===== config.mk =====
export PLATFORM = sky130hd
export DESIGN_NAME = turbo_puncture_packer
export DESIGN_NICKNAME = d
export VERILOG_FILES = /design/src/rtl/turbo_puncture_packer.sv
export SDC_FILE = /design/constraint.sdc
export NUM_CORES = 1
export LEC_CHECK = 0
export BUFFER_PORTS_ARGS = -buffer_cell sky130_fd_sc_hd__buf_2
export CORE_ASPECT_RATIO = 0.8
export CORE_MARGIN = 8
export CORE_UTILIZATION = 65
export CTS_BUF_LIST = sky130_fd_sc_hd__clkbuf_4 sky130_fd_sc_hd__clkbuf_8
export DETAILED_ROUTE_END_ITERATION = 16
export PLACE_DENSITY = 0.85
export RECOVER_POWER = 50
export SLEW_MARGIN = 20
export SYNTH_ARGS = -nofsm -noshare
export SYNTH_HDL_FRONTEND = slang
export SYNTH_SLANG_ARGS = --single-unit

===== constraint.sdc =====
create_clock -name clk -period 4.7 [get_ports clk]
set_input_delay 0.47 -clock clk [delete_from_list [all_inputs] [get_ports clk]]
set_output_delay 0.47 -clock clk [all_outputs]
set_load 0.01 [all_outputs]

===== src/rtl/turbo_puncture_packer.sv =====
// Turbo encoder output stage: optional rate-1/2 puncturing, LSB-first byte packing
// and a first-word-fall-through byte FIFO with a last-byte-of-frame marker.
module turbo_puncture_packer #(
    parameter int FIFO_DEPTH  = 4,
    parameter bit PUNCTURE_EN = 1'b1
) (
    input  logic       clk,
    input  logic       rst,
    input  logic [2:0] sym_in,
    input  logic       sym_valid,
    input  logic       sym_last,
    output logic       sym_ready,
    output logic [7:0] out_byte,
    output logic       out_last,
    output logic       out_valid,
    input  logic       out_ready
);
    localparam int AW = (FIFO_DEPTH > 1) ? $clog2(FIFO_DEPTH) : 1;

    logic [9:0]    acc_q, acc_d;
    logic [3:0]    bit_cnt_q, bit_cnt_d;
    logic          phase_q, phase_d;
    logic          flush_q, flush_d;
    logic [8:0]    mem_q [FIFO_DEPTH];
    logic [AW-1:0] wr_ptr_q, rd_ptr_q;
    logic [AW:0]   count_q, count_d;

    logic       accept, push_req, push, pop, full, push_last;
    logic [2:0] new_bits;
    logic [3:0] n_bits;

    assign sym_ready = !rst && (bit_cnt_q < 4'd8) && !flush_q;
    assign accept    = sym_valid && sym_ready;
    assign full      = (count_q == (AW+1)'(FIFO_DEPTH));
    assign out_valid = (count_q != '0);
    assign pop       = out_valid && out_ready;
    assign push_req  = (bit_cnt_q >= 4'd8);
    // A full FIFO still takes the pending byte when the head leaves in the same cycle.
    assign push      = push_req && (!full || pop);
    assign push_last = flush_q && (bit_cnt_q == 4'd8);

    assign out_byte  = out_valid ? mem_q[rd_ptr_q][7:0] : 8'h00;
    assign out_last  = out_valid ? mem_q[rd_ptr_q][8] : 1'b0;

    always_comb begin
        new_bits = '0;
        n_bits   = 4'd0;
        if (PUNCTURE_EN) begin
            new_bits = {1'b0, (phase_q ? sym_in[0] : sym_in[1]), sym_in[2]};
            n_bits   = 4'd2;
        end else begin
            new_bits = {sym_in[0], sym_in[1], sym_in[2]};
            n_bits   = 4'd3;
        end
    end

    always_comb begin
        acc_d     = acc_q;
        bit_cnt_d = bit_cnt_q;
        phase_d   = phase_q;
        flush_d   = flush_q;
        if (accept) begin
            acc_d     = acc_q | ({7'b0, new_bits} << bit_cnt_q);
            bit_cnt_d = bit_cnt_q + n_bits;
            phase_d   = sym_last ? 1'b0 : ~phase_q;
            flush_d   = flush_q | sym_last;
        end else if (push) begin
            acc_d     = acc_q >> 8;
            bit_cnt_d = bit_cnt_q - 4'd8;
        end else if (flush_q) begin
            // Bits above bit_cnt are already zero, so jumping to 8 zero-pads the byte.
            if (bit_cnt_q == 4'd0) begin
                flush_d = 1'b0;
            end else if (bit_cnt_q < 4'd8) begin
                bit_cnt_d = 4'd8;
            end
        end
    end

    assign count_d = count_q + (AW+1)'(push) - (AW+1)'(pop);

    always_ff @(posedge clk) begin
        if (rst) begin
            acc_q     <= '0;
            bit_cnt_q <= '0;
            phase_q   <= 1'b0;
            flush_q   <= 1'b0;
            wr_ptr_q  <= '0;
            rd_ptr_q  <= '0;
            count_q   <= '0;
        end else begin
            acc_q     <= acc_d;
            bit_cnt_q <= bit_cnt_d;
            phase_q   <= phase_d;
            flush_q   <= flush_d;
            count_q   <= count_d;
            if (push) wr_ptr_q <= wr_ptr_q + 1'b1;
            if (pop)  rd_ptr_q <= rd_ptr_q + 1'b1;
        end
    end

    always_ff @(posedge clk) begin
        if (!rst && push) begin
            mem_q[wr_ptr_q] <= {push_last, acc_q[7:0]};
        end
    end
endmodule


==> impl_metrics.env, run 1 <==
export IMPL_cts_hold_buf=0
export IMPL_tns_ns=0
export IMPL_tightest_slew_ns=1.733
export IMPL_core_region_area_mm2=0.003729
export IMPL_first_pass_iters=4
export IMPL_period_share_pct=51.14
export IMPL_status="complete, but fails checks"
export IMPL_vias=1483
export IMPL_max_freq_mhz=416.1
export IMPL_power_leakage_nw=0.9948
export IMPL_start_util_pct=66.91
export IMPL_final_common_cell="edfxtp_1"
export IMPL_cts_sinks=60
export IMPL_gp_congestion=0.7694
export IMPL_cp_end_kind="primary output"
export IMPL_rsz0062_at_grt="no"
export IMPL_cts_root_buffer="clkbuf_8"
export IMPL_ys_types=40
export IMPL_cts_inserted_buffers=9
export IMPL_synth_nets=191
export IMPL_async_reset_ff_share_pct=0
export IMPL_post_cts_resized=0
export IMPL_grt_pass1_vias=1582
export IMPL_synth_edf_count=36
export IMPL_antenna_found_initial=0
export IMPL_setup_viol=0
export IMPL_routedWlPerCell_um=18.24
export IMPL_synth_cells=175
export IMPL_num_io_pins=19
export IMPL_seq_area_frac_synth_pct=62.59
export IMPL_grt_pass1_wl_um=7721
export IMPL_numPortBuffers=18
export IMPL_dieArea_mm2=0.006089
export IMPL_drive_gt1_share_pct=25.37
export IMPL_power_density_mw_per_mm2=509.9
export IMPL_crit_fanout=9
export IMPL_drtAntennaViolNets=0
export IMPL_clock_latency_ns=0.34
export IMPL_start_kind="flip-flop"
export IMPL_die_w_um=85.27
export IMPL_cts_tree="done"
export IMPL_vdd_drop_max_mv=0.3301
export IMPL_path_clk_slew_ns=0.07
export IMPL_cp_required_ns=4.23
export IMPL_row_count=20
export IMPL_grt_max_degree=21
export IMPL_relSlewSlack_pct=-17.13
export IMPL_fin_skew_ns=0.006000
export IMPL_htreeDepth=3
export IMPL_cts_path_max_buffers=2
export IMPL_avgSynthCellArea_um2=14.26
export IMPL_drc_errors=0
export IMPL_ys_ff_latch=60
export IMPL_worstHoldPathType="in -> reg"
export IMPL_synthToLayoutAreaGrowth_pct=12.79
export IMPL_track_usage_pct=16.67
export IMPL_drt_iter0_drc=106
export IMPL_arrival_ns=1.93
export IMPL_dieHeight_um=71.42
export IMPL_nets=216
export IMPL_post_cts_buffers=0
export IMPL_totalWireLength_um=4543
export IMPL_insertedDiodeCount=0
export IMPL_violations="max-capacitance violations, max-slew violations"
export IMPL_yosysWarnings=0
export IMPL_final_cell_mix="36 x edfxtp_1, 24 x dfxtp_1, 18 x buf_2"
export IMPL_syn_area_mm2=0.002495
export IMPL_ys_flop_type="edfxtp_1"
export IMPL_maxCapViolations=1
export IMPL_hpwl_um=3000
export IMPL_viasPerCell=5.956
export IMPL_finalCriticalPeriod_ns=2.403
export IMPL_critical_path_class="reg -> out"
export IMPL_power_w=0.001435
export IMPL_gr_total_overflow=0
export IMPL_hold_viol=0
export IMPL_slew_violations=11
==> Yosys cell counts (all sizes together) (2+ instances only) <==
library cell	instances	area, µm²
clkbuf	3	11.26
buf	5	40.04
a21oi	4	20.02
nor2b	7	43.79
nor3	2	10.01
nand3	4	20.02
o211ai	3	22.52
nand2	4	17.52
and2b	4	30.03
mux4	9	202.7
o21ai	4	23.77
edfxtp	36	1081
a41oi	4	35.03
nor3b	5	37.54
xor2	3	26.28
nor4b	2	38.78
o31ai	2	15.01
o311ai	3	26.28
ha	7	87.58
a31oi	3	18.77
dfxtp	24	480.5
inv	11	41.29
nor2	16	62.56
==> stage by stage <==
step	instances	setup WS, ns	cell area [µm²]	utilization (%)	hold WS (ns)
after CTS	249	2.054	2834	76.01	0.3846
after floorplan	175	2.451	2495	-	0.4107
after global placement	233	2.266	2619	70.23	0.4323
after detailed placement	233	2.199	2619	70.23	0.4377
final	249	2.297	2814	75.47	0.4015
after global routing	249	2.126	2814	75.47	0.4122
==> final cells by class <==
class	instances	area (µm²)
multi-input combinational	96	820.8
clock inverter	7	91.34
inverter	11	41.29
timing repair buffer	22	120.1
sequential	60	1562
tap	44	55.05
clock buffer	9	123.9
fill	224	914.6
==> report_power, final <==
part	switching, W	total, W	internal [W]
sequential	0.0000605	0.000644	0.000584
combinational	0.000135	0.000290	0.000155
clock	0.000205	0.000501	0.000295
total	0.000401	0.00143	0.00103
==> registers in the layout, indices dropped and copies added, names as in the netlist, named ones only <==
| register | cells |
|---|---|
| acc_q | 10 |
| phase_q | 1 |
| flush_q | 1 |
| wr_ptr_q | 2 |
| count_q | 3 |
| rd_ptr_q | 2 |
| bit_cnt_q | 3 |
| mem_q | 36 |
==> metal layers <==
layer	vias up	GRT usage [%]	wire length, µm	part of all wire (%)
met5	-	0	0	0
met4	0	8.527	63	1.4
met3	8	6.057	288	6.3
met2	57	26.21	2198	48
met1	716	19.78	1992	44
li1	702	-	-	-
==> path summary, 6_finish.rpt <==
check                     from       end  slack [ns]  cells past startpoint
hold / removal        sym_last   flush_q        0.40                      3
hold reg to reg       acc_q[9]  acc_q[9]        0.45                      2
setup reg to reg  bit_cnt_q[3]  acc_q[7]        2.31                      3
setup / recovery     flip-flop  out_last        2.30                      3
==> cells by family (layout without fill, tap and decap cells) <==
kind of cell    count (synthesis)  count (layout)  synth area share [%]
flops                          60              60                 62.59
simple gates                   48              48                 11.79
compound gates                 25              25                 7.222
buf+inv                        19              49                 3.711
mux                            11              11                 8.977
fa+ha+maj                       8               8                 4.313
xor+xnor                        4               4                 1.404
==> critical path, cell delays in order, from the launching register on <==
cell and delay [ns]:
dfxtp_1 0.70, mux4_2 0.59, nor2b_1 0.14, buf_2 0.16
(Power assumes the default switching activity.)
==> inputs of run 2 (changes only) <==
Settings changed: ABC_AREA from default to 1, CORE_UTILIZATION 65 to 61, PLACE_DENSITY 0.85 to 0.81.
Clock period 4.7 ns to 2.5 ns, I/O delays scaled along.
==> impl_metrics.env, run 2 <==
export IMPL_power_frac_clock_pct=27.2
export IMPL_final_cell_mix="66 x nor2_1, 36 x edfxtp_1, 25 x a21oi_1"
export IMPL_tns_ns=0
export IMPL_stdcell_count=343
export IMPL_cts_sinks=60
export IMPL_cts_root_buffer="clkbuf_8"
export IMPL_hp_start="rst"
export IMPL_yosysWarnings=0
export IMPL_seqPwrFrac_pct=46.5
export IMPL_largest_reg_flops=36
export IMPL_largest_registers="mem_q: 36 flops, acc_q: 10 flops"
export IMPL_status="completed"
export IMPL_yosys_top_cells_area="edfxtp_1 43%, dfxtp_1 19%, nor2_1 9.5%, a21oi_1 5.0%, inv_1 3.6%"
export IMPL_worst_path_largest_cell_delay_ns=0.37
export IMPL_numPortBuffers=18
export IMPL_routedWlPerCell_um=13.98
export IMPL_dieArea_mm2=0.006472
export IMPL_drt_iter0_drc=110
export IMPL_synth_cells=250
export IMPL_cp_cell_sequence="nor3_1, nor2_1, ha_1, inv_1, ha_1, inv_1, fa_1, xnor2_1, o21ai_0, a21oi_1"
export IMPL_synth_nets=266
export IMPL_synth_commonest_cells="64 x nor2_1, 36 x edfxtp_1, 25 x a21oi_1"
export IMPL_cts_path_max_buffers=2
export IMPL_track_usage_pct=16.73
export IMPL_avgSynthCellArea_um2=10.11
export IMPL_die_w_um=87.97
export IMPL_path_clk_slew_ns=0.06
export IMPL_dieHeight_um=73.58
export IMPL_totalWireLength_um=4795
export IMPL_crit_buf_inv=2
export IMPL_fin_area_mm2=0.002838
export IMPL_async_reset_ff_share_pct=0
export IMPL_cp_required_ns=2.75
export IMPL_ys_types=25
export IMPL_core_region_area_mm2=0.004073
export IMPL_htreeDepth=3
export IMPL_cts_inserted_buffers=9
export IMPL_first_pass_iters=4
export IMPL_power_density_mw_per_mm2=917.7
export IMPL_drtAntennaViolNets=0
export IMPL_arrival_ns=2.34
export IMPL_reg2reg_depth=10
export IMPL_ys_flop_type="edfxtp_1"
export IMPL_viasPerCell=5.073
export IMPL_seq_area_frac_synth_pct=61.78
export IMPL_power_leakage_nw=1.103
export IMPL_place_area_mm2=0.002705
export IMPL_p_sw_w=0.0008318
export IMPL_power_w=0.002604
export IMPL_gr_total_overflow=0
export IMPL_grt_pass1_wl_um=7907
export IMPL_slowest_stage="fa_1"
export IMPL_drive_gt1_share_pct=16.78
export IMPL_start_util_pct=62.06
export IMPL_finalCriticalPeriod_ns=2.093
export IMPL_crit_family="adder cells"
export IMPL_cp_end_kind="flip-flop"
export IMPL_period_share_pct=83.74
export IMPL_syn_area_mm2=0.002527
export IMPL_antenna_found_initial=0
export IMPL_cts_hold_buf=0
export IMPL_hpwl_um=3341
export IMPL_synthToLayoutAreaGrowth_pct=12.28
export IMPL_min_to="count_q[0]"
export IMPL_grt_pass1_vias=1758
export IMPL_gp_congestion=0.8404
export IMPL_largest_register="mem_q"
export IMPL_post_cts_buffers=0
export IMPL_reg2reg_to="count_q[2]"
export IMPL_whs_ns=0.1737
export IMPL_rsz0062_at_grt="no"
export IMPL_relSlewSlack_pct=61.57
export IMPL_r2r_start="count_q[1]"
export IMPL_p_sw_share_pct=31.94
export IMPL_post_cts_resized=0
export IMPL_slew_violations=0
export IMPL_start_kind="flip-flop"
export IMPL_drc_errors=0
export IMPL_vias=1740
export IMPL_fin_skew_ns=0.007348
export IMPL_clock_latency_ns=0.33
export IMPL_row_count=21
export IMPL_setup_viol=0
export IMPL_cts_tree="done"
export IMPL_final_common_cell="nor2_1"
export IMPL_comb_power_share_pct=26.3
export IMPL_vdd_drop_max_mv=0.5167
export IMPL_maxCapViolations=0
export IMPL_num_io_pins=19
export IMPL_nets=297
export IMPL_holdPathStages=2
export IMPL_synth_most_common_cell="nor2_1"
export IMPL_synth_largest_area_cell="edfxtp_1"
export IMPL_worstHoldPathType="in -> reg"
export IMPL_ys_ff_latch=60
export IMPL_placed_cells=327
export IMPL_tightest_slew_ns=0.5756
export IMPL_hold_viol=0
export IMPL_r2r_slack_ns=0.41
export IMPL_grt_max_degree=19
export IMPL_yosysTopAreaCellShare_pct=42.77
export IMPL_p_int_w=0.001772
export IMPL_synth_edf_count=36
export IMPL_critical_path_class="reg -> reg"
export IMPL_insertedDiodeCount=0
export IMPL_max_freq_mhz=477.7
export IMPL_crit_fanout=4
run 2: changes by cell type after synthesis, sizes merged, moves of 4 or more:
cell / delta
a21oi: +21
a41oi: -4
and2b: -4
inv: +16
mux4: -9
nand2: +10
nor2: +52
nor2b: -7
nor3b: -5
o21ai: +25
run 2: worst reg2reg max path, stage by stage, from the launching register on:
cell,delay [ns]
dfxtp_1,0.35
nor3_1,0.24
nor2_1,0.11
ha_1,0.30
inv_1,0.06
ha_1,0.13
inv_1,0.05
fa_1,0.37
xnor2_1,0.19
o21ai_0,0.09
a21oi_1,0.14
run 2: how the worst max path moves through the flow:
stage / from / to / cells after the start
3_5_place_dp: bit_cnt_q[3] / count_q[2] / 9
6_report: count_q[1] / count_q[2] / 10
2_1_floorplan: count_q[1] / count_q[2] / 12
5_1_grt: count_q[1] / count_q[2] / 10
3_3_place_gp: count_q[1] / count_q[2] / 10
4_1_cts: bit_cnt_q[3] / count_q[2] / 9
run 2: stage by stage:
stage          worst slack (ns)  utilization, %
6_report                 0.4066           69.68
5_1_grt                  0.1432           69.68
4_1_cts                  0.3723           70.41
3_5_place_dp             0.3898           66.42
3_3_place_gp             0.5072           66.42
2_1_floorplan            0.4949               -
run 2: cell type report:
type	count	area, µm²
well taps	57	71.32
fillers	310	1235
repair buffers	28	161.4
flip-flops and latches	60	1562
clock buffers	12	146.4
multi-input cells	155	779.5
inverters	27	101.3
clock inverters	4	16.27
run 2: metal layers:
metal | wire length, µm | global-route usage (%)
met1 | 2070 | 18.60
met2 | 2387 | 28.58
met3 | 308 | 6.704
met4 | 29 | 5.133
met5 | 0 | 0
run 2: kinds of logic after synthesis:
logic type | count (synthesis) | share of synthesized area, %
AND/OR/NAND/NOR | 90 | 15.84
buffers and inverters | 35 | 6.336
AO/OA/AOI/OAI | 55 | 11.09
adder cells (fa/ha/maj) | 8 | 4.257
XOR/XNOR | 2 | 0.6932
flip-flops | 60 | 61.78
run 2: power by group through the flow:
stage          registers, W  clock network [W]  logic [W]
2_1_floorplan       0.00118                  0   0.000524
3_3_place_gp        0.00123                  0   0.000676
3_5_place_dp        0.00124                  0   0.000701
4_1_cts             0.00122           0.000719   0.000705
5_1_grt             0.00123           0.000763   0.000775
6_report            0.00121           0.000708   0.000685
